**config.mk**
```make
export PLATFORM = sky130hd
export DESIGN_NAME = hazard_ctrl_flat
export DESIGN_NICKNAME = d
export VERILOG_FILES = /design/src/rtl/hazard_ctrl_if.sv /design/src/rtl/hazard_ctrl.sv /design/src/flat_wrapper.sv
export SDC_FILE = /design/constraint.sdc
export NUM_CORES = 1
export LEC_CHECK = 0
export BUFFER_PORTS_ARGS = -buffer_cell sky130_fd_sc_hd__buf_2
export CAP_MARGIN = 20
export CORE_ASPECT_RATIO = 0.7
export CORE_MARGIN = 2
export CORE_UTILIZATION = 35
export DETAILED_ROUTE_END_ITERATION = 8
export HOLD_SLACK_MARGIN = 0.06
export SETUP_SLACK_MARGIN = 0.5
export SLEW_MARGIN = 25
export SYNTH_ARGS = -nofsm -noshare
export SYNTH_HDL_FRONTEND = slang
export SYNTH_SLANG_ARGS = --single-unit
```
**constraint.sdc**
```tcl
create_clock -name clk -period 2.8 [get_ports clk]
set_input_delay 0.28 -clock clk [delete_from_list [all_inputs] [get_ports clk]]
set_output_delay 0.28 -clock clk [all_outputs]
set_load 0.03 [all_outputs]
```
**src/rtl/hazard_ctrl_if.sv**
```systemverilog
// Hazard controller bundle: the pipeline's register addresses and write
// enables in, stall/flush/forward controls back out.
interface hazard_ctrl_if;
  logic [3:0] RA1D, RA2D;
  logic [3:0] RA1E, RA2E;
  logic [3:0] WA3E, WA3M, WA3W;
  logic       RegWriteE, RegWriteM, RegWriteW;
  logic       MemtoRegE;
  logic       PCSrcD;
  logic       BranchTakenE;
  logic       StallF, StallD;
  logic       FlushD, FlushE;
  logic [1:0] ForwardAE, ForwardBE;

  modport master (
    output RA1D, RA2D, RA1E, RA2E,
    output WA3E, WA3M, WA3W,
    output RegWriteE, RegWriteM, RegWriteW,
    output MemtoRegE, PCSrcD, BranchTakenE,
    input  StallF, StallD, FlushD, FlushE,
    input  ForwardAE, ForwardBE
  );

  modport slave (
    input  RA1D, RA2D, RA1E, RA2E,
    input  WA3E, WA3M, WA3W,
    input  RegWriteE, RegWriteM, RegWriteW,
    input  MemtoRegE, PCSrcD, BranchTakenE,
    output StallF, StallD, FlushD, FlushE,
    output ForwardAE, ForwardBE
  );
endinterface

```
**src/rtl/hazard_ctrl.sv**
```systemverilog
// Hazard controller: load-use stall, R15-write drain, branch flush,
// E-stage forwarding and saturating stall/flush event counters.
module hazard_ctrl #(
  parameter int CNT_W = 16
) (
  input  logic             clk,
  input  logic             reset,
  input  logic             cnt_clr,
  hazard_ctrl_if.slave     hz,
  output logic [CNT_W-1:0] stall_cycles,
  output logic [CNT_W-1:0] flush_cycles
);

  logic [1:0]       pend_q, pend_d;
  logic [CNT_W-1:0] stall_q, stall_d;
  logic [CNT_W-1:0] flush_q, flush_d;
  logic             ldstall, pc_acc;
  logic             stl_f, stl_d, fl_d, fl_e;
  logic [1:0]       fwd_a, fwd_b;

  function automatic logic [1:0] fwd_sel(
    input logic [3:0] ra,
    input logic       we_m,
    input logic [3:0] wa_m,
    input logic       we_w,
    input logic [3:0] wa_w
  );
    logic [1:0] s;
    s = 2'b00;
    if (ra != 4'd15) begin
      if (we_m && wa_m == ra)      s = 2'b10;
      else if (we_w && wa_w == ra) s = 2'b01;
    end
    return s;
  endfunction

  // Hazard detection, R15 drain counter next state and raw controls
  always_comb begin
    ldstall = hz.MemtoRegE & hz.RegWriteE &
              ((hz.WA3E == hz.RA1D) | (hz.WA3E == hz.RA2D));
    pc_acc  = hz.PCSrcD & ~ldstall & ~hz.BranchTakenE &
              (pend_q == 2'd0);
    pend_d  = 2'd0;
    if (pc_acc)              pend_d = 2'd3;
    else if (pend_q != 2'd0) pend_d = pend_q - 2'd1;
    stl_f = ldstall | pc_acc | (pend_q >= 2'd2);
    stl_d = ldstall;
    fl_d  = pc_acc | (pend_q != 2'd0) | hz.BranchTakenE;
    fl_e  = ldstall | hz.BranchTakenE;
    fwd_a = fwd_sel(hz.RA1E, hz.RegWriteM, hz.WA3M,
                    hz.RegWriteW, hz.WA3W);
    fwd_b = fwd_sel(hz.RA2E, hz.RegWriteM, hz.WA3M,
                    hz.RegWriteW, hz.WA3W);
  end

  // Saturating event counter next state; clear wins over count
  always_comb begin
    stall_d = stall_q;
    flush_d = flush_q;
    if (cnt_clr) begin
      stall_d = '0;
      flush_d = '0;
    end else begin
      if (stl_d && stall_q != '1) stall_d = stall_q + 1'b1;
      if (fl_e && flush_q != '1)  flush_d = flush_q + 1'b1;
    end
  end

  // State registers; reset drops any pending R15 write
  always_ff @(posedge clk or negedge reset) begin
    if (!reset) begin
      pend_q  <= 2'd0;
      stall_q <= '0;
      flush_q <= '0;
    end else begin
      pend_q  <= pend_d;
      stall_q <= stall_d;
      flush_q <= flush_d;
    end
  end

  // Outputs; while in reset, flush both registers and stall nothing
  always_comb begin
    hz.StallF    = reset & stl_f;
    hz.StallD    = reset & stl_d;
    hz.FlushD    = ~reset | fl_d;
    hz.FlushE    = ~reset | fl_e;
    hz.ForwardAE = reset ? fwd_a : 2'b00;
    hz.ForwardBE = reset ? fwd_b : 2'b00;
  end

  assign stall_cycles = stall_q;
  assign flush_cycles = flush_q;

endmodule

```
**src/flat_wrapper.sv**
```systemverilog
// flat-port wrapper written by rule: the top's interface ports become plain ports
module hazard_ctrl_flat 
#(
  parameter int CNT_W = 16
)
  (clk, reset, cnt_clr, stall_cycles, flush_cycles, hz_RA1D, hz_RA2D, hz_RA1E, hz_RA2E, hz_WA3E, hz_WA3M, hz_WA3W, hz_RegWriteE, hz_RegWriteM, hz_RegWriteW, hz_MemtoRegE, hz_PCSrcD, hz_BranchTakenE, hz_StallF, hz_StallD, hz_FlushD, hz_FlushE, hz_ForwardAE, hz_ForwardBE);
  hazard_ctrl_if hz_i ();
  input  logic clk;
  input  logic reset;
  input  logic cnt_clr;
  output logic [CNT_W-1:0] stall_cycles;
  output logic [CNT_W-1:0] flush_cycles;
  input wire logic [$bits(hz_i.RA1D)-1:0] hz_RA1D;
  input wire logic [$bits(hz_i.RA2D)-1:0] hz_RA2D;
  input wire logic [$bits(hz_i.RA1E)-1:0] hz_RA1E;
  input wire logic [$bits(hz_i.RA2E)-1:0] hz_RA2E;
  input wire logic [$bits(hz_i.WA3E)-1:0] hz_WA3E;
  input wire logic [$bits(hz_i.WA3M)-1:0] hz_WA3M;
  input wire logic [$bits(hz_i.WA3W)-1:0] hz_WA3W;
  input wire logic [$bits(hz_i.RegWriteE)-1:0] hz_RegWriteE;
  input wire logic [$bits(hz_i.RegWriteM)-1:0] hz_RegWriteM;
  input wire logic [$bits(hz_i.RegWriteW)-1:0] hz_RegWriteW;
  input wire logic [$bits(hz_i.MemtoRegE)-1:0] hz_MemtoRegE;
  input wire logic [$bits(hz_i.PCSrcD)-1:0] hz_PCSrcD;
  input wire logic [$bits(hz_i.BranchTakenE)-1:0] hz_BranchTakenE;
  output wire logic [$bits(hz_i.StallF)-1:0] hz_StallF;
  output wire logic [$bits(hz_i.StallD)-1:0] hz_StallD;
  output wire logic [$bits(hz_i.FlushD)-1:0] hz_FlushD;
  output wire logic [$bits(hz_i.FlushE)-1:0] hz_FlushE;
  output wire logic [$bits(hz_i.ForwardAE)-1:0] hz_ForwardAE;
  output wire logic [$bits(hz_i.ForwardBE)-1:0] hz_ForwardBE;
  assign hz_i.RA1D = hz_RA1D;
  assign hz_i.RA2D = hz_RA2D;
  assign hz_i.RA1E = hz_RA1E;
  assign hz_i.RA2E = hz_RA2E;
  assign hz_i.WA3E = hz_WA3E;
  assign hz_i.WA3M = hz_WA3M;
  assign hz_i.WA3W = hz_WA3W;
  assign hz_i.RegWriteE = hz_RegWriteE;
  assign hz_i.RegWriteM = hz_RegWriteM;
  assign hz_i.RegWriteW = hz_RegWriteW;
  assign hz_i.MemtoRegE = hz_MemtoRegE;
  assign hz_i.PCSrcD = hz_PCSrcD;
  assign hz_i.BranchTakenE = hz_BranchTakenE;
  assign hz_StallF = hz_i.StallF;
  assign hz_StallD = hz_i.StallD;
  assign hz_FlushD = hz_i.FlushD;
  assign hz_FlushE = hz_i.FlushE;
  assign hz_ForwardAE = hz_i.ForwardAE;
  assign hz_ForwardBE = hz_i.ForwardBE;
  hazard_ctrl #(.CNT_W(CNT_W)) u_core (.clk(clk), .reset(reset), .cnt_clr(cnt_clr), .hz(hz_i), .stall_cycles(stall_cycles), .flush_cycles(flush_cycles));
endmodule
```
==> results.toml <==
[yosys]
synth_cell_types = 42
syn_nets = 273
synth_cells = 234
async_flop_share_pct = 100
syn_area_mm2 = 0.00223
seq_area_frac_synth_pct = 38.1
synthFlopType = "dfrtp_1"
synth_seq_cells = 34
ys_top_cells_by_area = "dfrtp_1 38%, xor2_1 9.0%, xnor2_1 8.2%"
yosysMostFrequentCell = "dfrtp_1"
syn_area_per_cell_um2 = 9.54
synth_top_cell_by_area = "dfrtp_1"
yosysTopAreaCellShare_pct = 38.1
yosys_warnings = 0
synth-edff-count = 0
synth_commonest_cells = "34 x dfrtp_1, 30 x nor2_1, 23 x xor2_1"

[cts]
root_buffer = "clkbuf_8"
numCtsBuffers = 5
path_clk_slew_ns = 0.06
clock_latency_ns = 0.28
clock-sinks = 34
cts_buffer_depth = 2
tritoncts = "built"
h-tree-depth = 2

[critical_path]
crit_fanout = 25
crit_buf_inv = 3
endpoint_kind = "output port"
cp_cell_sequence = "dlygate4sd3_1, clkbuf_4, and3_1, nand4_1, nor2_1, buf_2"
cp_slowest_stage_delay_ns = 0.52
worstPathArrival_ns = 1.75
critical-path-slowest-cell = "dlygate4sd3_1"
crit_type = "input port to output port"
crit_required_ns = 2.52
start_kind = "input port"
path_delay_family = "buffers and inverters"

[floorplan]
rows = 24
initial_core_util_pct = 36.1
die_x_um = 99.5
die_y_um = 70.8
num_io_pins = 77
dieArea_mm2 = 0.00705
fp.coreArea_mm2 = 0.00619

[global_routing]
groute.usage.overall_pct = 16.4
grt_max_degree = 34
antenna_found_initial = 0
grt_pass1_vias = 1907
grt_pass1_wl_mm = 9.37
overflow = 0

[placement]
hpwl_mm = 4.13
dp_worst_setup_slack_ns = 0.712
place.gp.congestion = 0.826
place_inst = 384
place_area_mm2 = 0.00270
port_buffers = 76

[cells_and_area]
area_growth_pct = 25.4
nFillCells = 614
n_antenna_cell = 0
stdcell_count = 393
drive_above_1_share_pct = 32.7
final_nets = 353
postLayoutCellArea_mm2 = 0.00280

[outcome]
status = "finished clean"

[power_and_ir_drop]
total_power_uw = 1050
power_density_mw_per_mm2 = 375
p_leak_uw = 0.00130
vdd_drop_max_mv = 0.179

[route]
dr.pass1.iters = 4
routed_wirelength_mm = 5.44
drc = 0
dr_total_vias = 1991
drtIter0Drc = 80
avgViaCountPerCell = 5.07
avgRoutedWirePerCell_um = 13.8
final_antenna_net_count = 0

[sta]
setup_viol_count_final = 0
tightest_slew_ns = 0.614
hold_viol = 0
max_freq_ghz = 0.493
period_needed_ns = 2.03
finalMaxSlewViolations = 0
tns_ns = 0
final.setup_skew_ns = 0.00639
post-route-period-util_pct = 72.4
setup_slack_ns = 0.772
slew_headroom_pct = 59.0
rsz0062_at_grt = "no"

[min_path]
worstHoldPathType = "input port to flip-flop"

[job]
drv_cap = 0
-- layout by cell type (no fill, tap or decap), types with 2 or more instances in the layout --
cell type	Yosys	routed
a21oi_1	8	8
and3_1	9	9
and4_1	3	3
buf_2	0	75
buf_4	3	3
clkbuf_8	0	6
dfrtp_1	34	34
ha_1	2	2
nand2_1	14	14
nand3_1	12	12
nand4_1	11	11
nor2_1	30	30
nor2b_1	2	2
nor3_1	2	2
nor3_2	6	6
nor4_1	6	6
nor4_4	2	2
o2111ai_1	3	3
o211ai_1	2	2
o21ai_0	5	5
o21ai_1	6	6
o31a_1	2	2
or3_1	6	6
xnor2_1	21	21
xor2_1	23	23
-- per-stage QoR --
step / utilization (%) / hold WS [ns]
after detailed placement: 43.6 / 0.293
after global placement: 43.6 / 0.291
after floorplan: - / -0.0156
after global routing: 45.3 / 0.328
final: 45.3 / 0.293
after CTS: 45.2 / 0.287
-- worst reg2reg max path: stages (launching register included) --
cell and delay (ns):
dfrtp_1 0.45, and3_1 0.25, nand4_1 0.28, nor3_2 0.31
buf_4 0.23, nor4_1 0.09, xnor2_1 0.18, nor2_1 0.05
-- worst paths after layout --
check,from,to,slack (ns),depth (start not counted)
setup / recovery,reset,hz_ForwardAE[0],0.77,6
hold / removal,hz_PCSrcD,u_core.pend_q[0],0.29,3
setup reg to reg,u_core.stall_cycles[3],u_core.stall_cycles[7],0.83,7
hold reg to reg,u_core.pend_q[0],u_core.pend_q[0],0.48,1
max in group asynchronous,reset,u_core.stall_cycles[11],1.86,3
min in group asynchronous,reset,u_core.flush_cycles[10],0.46,2
-- power by group --
group	switching (uW)	total [uW]	internal [uW]	leakage, uW
Sequential	11.0	511	500	0.000472
Combinational	104	168	64.4	0.000780
Clock	173	371	198	0.0000482
-- flip-flops by register name, indices dropped and copies added (netlist names) --
register / count
u_core.flush_cycles: 16
u_core.pend_q: 2
u_core.stall_cycles: 16
-- layout make-up --
class	count	area, um^2	area share (%)
clock buffers	7	86.3	3.08
repair buffers	80	415	14.8
inverters	1	3.75	0.134
clock inverters	1	5.00	0.179
multi-input cells	192	1340	47.9
flip-flops and latches	34	851	30.4
well taps	78	97.6	3.49
-- routing by layer --
layer	part of all wire (%)	GRT usage, %
met1	51	24.5
met2	42	24.2
met3	5.9	3.56
met4	0.64	4.26
met5	0	0
-- repair_timing --
item / in CTS / in global routing
endpoints found under the setup margin: 0 / 4
hold buffers: 1 / 0
setup buffers: 0 / 0
gates resized for setup: 0 / 1
hold endpoints to repair: 16 / 0
-- logic make-up after synthesis --
group	Yosys count	synth area share, %
flip-flops	34	38.1
adder cells (fa/ha/maj)	2	1.12
AND/OR/NAND/NOR	111	29.4
XOR/XNOR	44	17.3
buffers and inverters	8	1.85
AO/OA/AOI/OAI	33	11.4
multiplexers	2	0.952
(Power assumes the default switching activity.)
